--- src/rtl/alu_seq_pkg.sv ---
// Shared opcode encodings and FSM state type for the sequential ALU.
// Imported by the ALU top and by any bench that drives it.
package alu_pkg;

    localparam logic [3:0] OP_AND  = 4'b0000;
    localparam logic [3:0] OP_OR   = 4'b0001;
    localparam logic [3:0] OP_ADD  = 4'b0010;
    localparam logic [3:0] OP_SUB  = 4'b0110;
    localparam logic [3:0] OP_SLT  = 4'b0111;
    localparam logic [3:0] OP_NOR  = 4'b1100;
    localparam logic [3:0] OP_MULU = 4'b1000;
    localparam logic [3:0] OP_DIVU = 4'b1001;

    typedef enum logic [1:0] {
        IDLE = 2'd0,
        BUSY = 2'd1,
        DONE = 2'd2
    } aluStateT;

    // Multiply and divide take the iterative path; everything else finishes in one edge
    function automatic logic isIterOp(input logic [3:0] op);
        return (op == OP_MULU) || (op == OP_DIVU);
    endfunction

endpackage

--- src/rtl/alu_seq_if.sv ---
// Request/response bundle of the sequential ALU: operands and opcode in,
// registered result and flags out, with a valid/ready request handshake.
interface alu_seq_if #(parameter int WIDTH = 32);

    logic             in_valid;
    logic             in_ready;
    logic [WIDTH-1:0] A;
    logic [WIDTH-1:0] B;
    logic [3:0]       opALU;
    logic             out_valid;
    logic [WIDTH-1:0] ALU_Out;
    logic [WIDTH-1:0] Hi_Out;
    logic             CarryOut;
    logic             Overflow;
    logic             Zero;
    logic             Err;

    modport master (
        output in_valid, A, B, opALU,
        input  in_ready, out_valid, ALU_Out, Hi_Out, CarryOut, Overflow, Zero, Err
    );

    modport slave (
        input  in_valid, A, B, opALU,
        output in_ready, out_valid, ALU_Out, Hi_Out, CarryOut, Overflow, Zero, Err
    );

endinterface

--- src/rtl/alu_muldiv_iter.sv ---
// One-bit-per-cycle unsigned shift-add multiplier / restoring divider.
// lo/hi present the values after the current iteration, so they are final while done is high.
module alu_muldiv_iter #(
    parameter int WIDTH = 32
) (
    input  logic             clk,
    input  logic             reset,
    input  logic             start,
    input  logic             is_div,
    input  logic [WIDTH-1:0] a,
    input  logic [WIDTH-1:0] b,
    output logic             done,
    output logic [WIDTH-1:0] lo,
    output logic [WIDTH-1:0] hi
);

    localparam int CW = $clog2(WIDTH);
    localparam logic [CW-1:0] LAST = CW'(WIDTH - 1);

    logic             running;
    logic             divMode;
    logic [CW-1:0]    count;
    logic [WIDTH-1:0] hiReg;
    logic [WIDTH-1:0] loReg;
    logic [WIDTH-1:0] operand;
    logic [WIDTH:0]   addSum;
    logic [WIDTH:0]   shifted;
    logic             borrow;
    logic [WIDTH-1:0] hiNext;
    logic [WIDTH-1:0] loNext;

    // hi holds the partial product / remainder, lo the multiplier / quotient being shifted
    always_comb begin
        addSum  = {1'b0, hiReg} + (loReg[0] ? {1'b0, operand} : '0);
        shifted = {hiReg, loReg[WIDTH-1]};
        borrow  = shifted < {1'b0, operand};
        hiNext  = '0;
        loNext  = '0;
        if (divMode) begin
            hiNext = borrow ? shifted[WIDTH-1:0] : (shifted[WIDTH-1:0] - operand);
            loNext = {loReg[WIDTH-2:0], ~borrow};
        end else begin
            hiNext = addSum[WIDTH:1];
            loNext = {addSum[0], loReg[WIDTH-1:1]};
        end
    end

    always_ff @(posedge clk or posedge reset) begin
        if (reset) begin
            running <= 1'b0;
            divMode <= 1'b0;
            count   <= '0;
            hiReg   <= '0;
            loReg   <= '0;
            operand <= '0;
        end else if (start) begin
            running <= 1'b1;
            divMode <= is_div;
            count   <= '0;
            hiReg   <= '0;
            loReg   <= a;
            operand <= b;
        end else if (running) begin
            hiReg <= hiNext;
            loReg <= loNext;
            count <= count + CW'(1);
            if (count == LAST) begin
                running <= 1'b0;
            end
        end
    end

    assign done = running && (count == LAST);
    assign lo   = loNext;
    assign hi   = hiNext;

endmodule

--- src/rtl/alu_seq.sv ---
// Handshaked ALU: single-edge logic/arithmetic ops plus iterative MULU/DIVU,
// with registered result, high word and Zero/Carry/Overflow/Err flags.
module alu_seq
    import alu_pkg::*;
#(
    parameter int WIDTH = 32
) (
    input  logic     clk,
    input  logic     reset,
    alu_seq_if.slave bus
);

    aluStateT         state;
    aluStateT         stateNext;
    logic             readyInt;
    logic             validInt;
    logic             accept;
    logic             startIter;
    logic             loadSingle;
    logic             loadIter;
    logic             iterDone;
    logic [WIDTH-1:0] iterLo;
    logic [WIDTH-1:0] iterHi;
    logic             isSub;
    logic [WIDTH:0]   addSum;
    logic [WIDTH-1:0] singleRes;
    logic             singleCarry;
    logic             singleOvf;
    logic             singleErr;

    always_ff @(posedge clk or posedge reset) begin
        if (reset) begin
            state <= IDLE;
        end else begin
            state <= stateNext;
        end
    end

    always_comb begin
        stateNext = state;
        case (state)
            IDLE: if (accept) stateNext = isIterOp(bus.opALU) ? BUSY : DONE;
            BUSY: if (iterDone) stateNext = DONE;
            DONE: stateNext = IDLE;
            default: stateNext = IDLE;
        endcase
    end

    // Ready is masked by reset so nothing can be accepted while the block is being cleared
    always_comb begin
        readyInt   = (state == IDLE) && !reset;
        validInt   = (state == DONE);
        accept     = bus.in_valid && readyInt;
        startIter  = accept && isIterOp(bus.opALU);
        loadSingle = accept && !isIterOp(bus.opALU);
        loadIter   = (state == BUSY) && iterDone;
    end

    assign bus.in_ready  = readyInt;
    assign bus.out_valid = validInt;

    // ADD and SUB share one adder; SUB is A + ~B + 1 so the carry reads as "no borrow"
    always_comb begin
        isSub       = (bus.opALU == OP_SUB);
        addSum      = {1'b0, bus.A} + {1'b0, (isSub ? ~bus.B : bus.B)} + {{WIDTH{1'b0}}, isSub};
        singleRes   = '0;
        singleCarry = 1'b0;
        singleOvf   = 1'b0;
        singleErr   = 1'b0;
        case (bus.opALU)
            OP_AND: singleRes = bus.A & bus.B;
            OP_OR:  singleRes = bus.A | bus.B;
            OP_NOR: singleRes = ~(bus.A | bus.B);
            OP_SLT: singleRes = {{(WIDTH-1){1'b0}}, ($signed(bus.A) < $signed(bus.B))};
            OP_ADD: begin
                singleRes   = addSum[WIDTH-1:0];
                singleCarry = addSum[WIDTH];
                singleOvf   = (bus.A[WIDTH-1] == bus.B[WIDTH-1]) &&
                              (addSum[WIDTH-1] != bus.A[WIDTH-1]);
            end
            OP_SUB: begin
                singleRes   = addSum[WIDTH-1:0];
                singleCarry = addSum[WIDTH];
                singleOvf   = (bus.A[WIDTH-1] != bus.B[WIDTH-1]) &&
                              (addSum[WIDTH-1] != bus.A[WIDTH-1]);
            end
            OP_MULU, OP_DIVU: singleErr = 1'b0;
            default: singleErr = 1'b1;
        endcase
    end

    alu_muldiv_iter #(.WIDTH(WIDTH)) iterUnit (
        .clk    (clk),
        .reset  (reset),
        .start  (startIter),
        .is_div (bus.opALU == OP_DIVU),
        .a      (bus.A),
        .b      (bus.B),
        .done   (iterDone),
        .lo     (iterLo),
        .hi     (iterHi)
    );

    always_ff @(posedge clk or posedge reset) begin
        if (reset) begin
            bus.ALU_Out  <= '0;
            bus.Hi_Out   <= '0;
            bus.CarryOut <= 1'b0;
            bus.Overflow <= 1'b0;
            bus.Zero     <= 1'b1;
            bus.Err      <= 1'b0;
        end else if (loadSingle) begin
            bus.ALU_Out  <= singleRes;
            bus.Hi_Out   <= '0;
            bus.CarryOut <= singleCarry;
            bus.Overflow <= singleOvf;
            bus.Zero     <= (singleRes == '0);
            bus.Err      <= singleErr;
        end else if (loadIter) begin
            bus.ALU_Out  <= iterLo;
            bus.Hi_Out   <= iterHi;
            bus.CarryOut <= 1'b0;
            bus.Overflow <= 1'b0;
            bus.Zero     <= (iterLo == '0);
            bus.Err      <= 1'b0;
        end
    end

endmodule

--- src/flat_wrapper.sv ---
// flat-port wrapper written by rule: the top's interface ports become plain ports
module alu_seq_flat import alu_pkg::*;
#(
    parameter int WIDTH = 32
)
  (clk, reset, bus_in_valid, bus_A, bus_B, bus_opALU, bus_in_ready, bus_out_valid, bus_ALU_Out, bus_Hi_Out, bus_CarryOut, bus_Overflow, bus_Zero, bus_Err);
  alu_seq_if #(.WIDTH(WIDTH)) bus_i ();
  input  logic clk;
  input  logic reset;
  input wire logic [$bits(bus_i.in_valid)-1:0] bus_in_valid;
  input wire logic [$bits(bus_i.A)-1:0] bus_A;
  input wire logic [$bits(bus_i.B)-1:0] bus_B;
  input wire logic [$bits(bus_i.opALU)-1:0] bus_opALU;
  output wire logic [$bits(bus_i.in_ready)-1:0] bus_in_ready;
  output wire logic [$bits(bus_i.out_valid)-1:0] bus_out_valid;
  output wire logic [$bits(bus_i.ALU_Out)-1:0] bus_ALU_Out;
  output wire logic [$bits(bus_i.Hi_Out)-1:0] bus_Hi_Out;
  output wire logic [$bits(bus_i.CarryOut)-1:0] bus_CarryOut;
  output wire logic [$bits(bus_i.Overflow)-1:0] bus_Overflow;
  output wire logic [$bits(bus_i.Zero)-1:0] bus_Zero;
  output wire logic [$bits(bus_i.Err)-1:0] bus_Err;
  assign bus_i.in_valid = bus_in_valid;
  assign bus_i.A = bus_A;
  assign bus_i.B = bus_B;
  assign bus_i.opALU = bus_opALU;
  assign bus_in_ready = bus_i.in_ready;
  assign bus_out_valid = bus_i.out_valid;
  assign bus_ALU_Out = bus_i.ALU_Out;
  assign bus_Hi_Out = bus_i.Hi_Out;
  assign bus_CarryOut = bus_i.CarryOut;
  assign bus_Overflow = bus_i.Overflow;
  assign bus_Zero = bus_i.Zero;
  assign bus_Err = bus_i.Err;
  alu_seq #(.WIDTH(WIDTH)) u_core (.clk(clk), .reset(reset), .bus(bus_i));
endmodule
--- config.mk ---
export PLATFORM = sky130hd
export DESIGN_NAME = alu_seq_flat
export DESIGN_NICKNAME = d
export VERILOG_FILES = /design/src/rtl/alu_seq_pkg.sv /design/src/rtl/alu_seq_if.sv /design/src/rtl/alu_muldiv_iter.sv /design/src/rtl/alu_seq.sv /design/src/flat_wrapper.sv
export SDC_FILE = /design/constraint.sdc
export NUM_CORES = 1
export LEC_CHECK = 0
export CAP_MARGIN = 20
export CORE_MARGIN = 4
export CORE_UTILIZATION = 60
export DETAILED_ROUTE_END_ITERATION = 6
export PLACE_DENSITY = 0.83
export SLEW_MARGIN = 20
export SYNTH_ARGS = -nofsm -noshare
export SYNTH_HDL_FRONTEND = slang
export SYNTH_SLANG_ARGS = --single-unit
--- constraint.sdc ---
create_clock -name clk -period 9.06 [get_ports clk]
set_input_delay 2.718 -clock clk [delete_from_list [all_inputs] [get_ports clk]]
set_output_delay 2.718 -clock clk [all_outputs]
set_load 0.01 [all_outputs]
==> flow_summary.ini <==
[worst_setup_path]
worstSetupStartpointType = input pin
ff2ff_setup_slack_ns = 4.92
crit_path_max_fanout = 34
crit_type = input pin to register
startpoint = bus_opALU[0]
r2r-start = u_core.iterUnit.loReg[0]
cp.arrival_ns = 7.77
worstReg2RegEnd = u_core.bus.Hi_Out[31]
reg2reg_depth = 14
cp-endpoint = u_core.bus.Zero
end_kind = register
worstPathRequired_ns = 9.46

[synthesis]
synth_top_flop_cell = dfrtp_1
synth_commonest_cells = nand2_1, ha_1, o21ai_0
synth_top_area_share_pct = 27.2
synth.distinct_cells = 87
ys_top_cells_by_area = dfrtp_1, ha_1, o21ai_0
synthArstFlopShare_pct = 100
syn-num-nets = 2192
synth_most_common_cell = nand2_1
postSynthAreaPerCell_um2 = 8.26
synth-edff-count = 0
ys_seq_elements = 173
ys_seq_area_share_pct = 27.3
netlist_area_um2 = 15800
yosysWarnings = 0
synth_top_cell_by_area = dfrtp_1
synth_cells = 1917

[die]
die-height_um = 170
initial_core_util_pct = 60.9
core_area_um2 = 26000
io_pins = 141
rows = 59
die_x_um = 170
die_area_um2 = 29100

[detailed_routing]
drc_errors = 0
routed_wl_mm = 48.9
drt_iter0_markers = 1349
drtAntennaViolNets = 0
via_count = 14969
first_pass_iters = 5
vias_per_cell = 6.39
routedWlPerCell_um = 20.9

[timing]
fin_crit_ns = 7.37
rsz0062_at_grt = no
max_slew.worst_pin.slew_ns = 1.13
finClkSkew_ns = 0.0178
hold_violations = 0
final.setup.tns_ns = 0
finalMaxSlewViolations = 0
finalSetupViolations = 0
period_share_pct = 81.4
slew_headroom_pct = 24.9
fmax_ghz = 0.136

[run_status]
status = complete, no violations

[final_layout]
area_growth_pct = 14.1
layoutNonFillerInstCount = 2341
fillCellCount = 2137
final_util_pct = 69.6
final_layout_size_suffix_gt1_share_pct = 4.44
diodes = 0
multiInputGateArea_um2 = 10700
layout.nets = 2268
seq_area_um2 = 4340

[cts]
htree_levels = 4
root_buffer = clkbuf_16
cts_tree = built
cts.sinks = 173
cts_resized = 0
ctsHoldBuffers = 0
clk_latency_ns = 0.45
cts_made_buffers = 17
post-cts-setup-buffers = 0
cts.path.max_buffers = 2
clk_pin_slew_ns = 0.08

[run]
maxCapViolCount = 0

[grt]
grt_max_degree = 101
antenna_found_initial = 0
grtUsageTotal_pct = 33.3
overflow = 0
grt_pass1_vias = 14252
grt_pass1_wl_mm = 77.4

[min_path]
hold_path_class = register to register

[placement]
dp.cells = 2309
gp_congestion = 0.976
dp_hpwl_mm = 36.7
io_buffers = 140

[pwr]
p_leak_nw = 8.23
p_per_area_nw_per_um2 = 301
ir_drop_mv = 0.192
how the worst min path moves through the flow:
stage / from / to / slack, ns / cells after the start
floorplan: u_core.iterUnit.operand[0] / u_core.iterUnit.operand[0] / 0.47 / 2
global placement: u_core.bus.Hi_Out[7] / u_core.bus.Hi_Out[7] / 0.46 / 2
detailed placement: u_core.bus.Overflow / u_core.bus.Overflow / 0.47 / 2
CTS: u_core.bus.Hi_Out[14] / u_core.bus.Hi_Out[14] / 0.48 / 2
global route: u_core.bus.Hi_Out[6] / u_core.bus.Hi_Out[6] / 0.51 / 2
finish: u_core.bus.Hi_Out[14] / u_core.bus.Hi_Out[14] / 0.48 / 2
power by group:
group | internal (mW) | leakage [nW] | switching (mW)
sequential | 1.01 | 2.12 | 0.298
clock | 0.423 | 0.306 | 0.362
combinational | 1.40 | 5.81 | 1.95
total | 2.83 | 8.23 | 2.61
flip-flops by register name, indices dropped and copies added (netlist names):
name / flops
u_core.bus.ALU_Out: 32
u_core.bus.Overflow: 1
u_core.bus.Err: 1
u_core.bus.CarryOut: 1
u_core.iterUnit.operand: 32
u_core.bus.Hi_Out: 32
u_core.iterUnit.hiReg: 32
u_core.iterUnit.count: 5
u_core.bus.Zero: 1
u_core.iterUnit.running: 1
u_core.state: 2
u_core.iterUnit.loReg: 32
u_core.iterUnit.divMode: 1
metrics by stage:
stage	power, mW	worst slack [ns]	area, µm²	hold slack, ns
after floorplan	3.76	1.66	15800	0.467
after CTS	5.38	1.75	18100	0.484
final	5.44	1.69	18100	0.476
after global routing	5.85	1.41	18100	0.512
after global placement	4.47	1.45	17500	0.461
after detailed placement	4.56	1.30	17500	0.466
layer usage:
layer,global-route usage (%),wire length [µm]
met3,6.64,4220
met5,0,0
met4,7.88,1110
met2,52.7,22200
met1,47.3,21400
kinds of logic (layout without fill, tap and decap cells):
kind of cell             Yosys count  after routing  share of synthesized area (%)
adder cells (fa/ha/maj)          204            204                           16.3
multiplexers                      52             52                           3.32
AO/OA/AOI/OAI                    637            637                           26.0
flip-flops                       173            173                           27.3
buffers and inverters            231            320                           5.65
XOR/XNOR                         113            113                           6.25
AND/OR/NAND/NOR                  507            507                           15.1
final cells by class:
class                   instances  area share [%]
flip-flops and latches        173            24.0
repair buffers                157            8.46
multi-input cells            1513            59.0
well taps                     335            2.32
inverters                     131            2.75
clock buffers                  17            2.35
clock inverters                15            1.10
worst max-delay path, stage by stage:
cell and delay, ns:
clkdlybuf4s50_1 0.85, nand4bb_2 0.23, buf_4 0.49, xnor2_1 0.21, inv_1 0.08, fa_1 0.42
nand3b_1 0.24, a2111oi_2 0.41, nor2_1 0.20, a21oi_1 0.33, nor2_1 0.09, nor3_1 0.22
nand3_1 0.15, nor4_1 0.49, nand4_1 0.20, nor4_2 0.25, a31o_1 0.18
cell usage in the layout (no fill, tap or decap), types with 25 or more instances in the layout:
master	netlist	final
nand2_1	203	203
o21ai_0	201	201
ha_1	201	201
dfrtp_1	172	170
clkdlybuf4s50_1	0	140
a21oi_1	135	135
inv_1	131	130
nor2_1	98	96
xnor2_1	75	75
o211ai_1	56	56
mux2i_1	48	48
a21o_1	46	46
nand3_1	41	40
and2_1	39	39
xor2_1	38	38
nor3_1	25	25
Note: power is estimated with default switching activity, not from simulation.
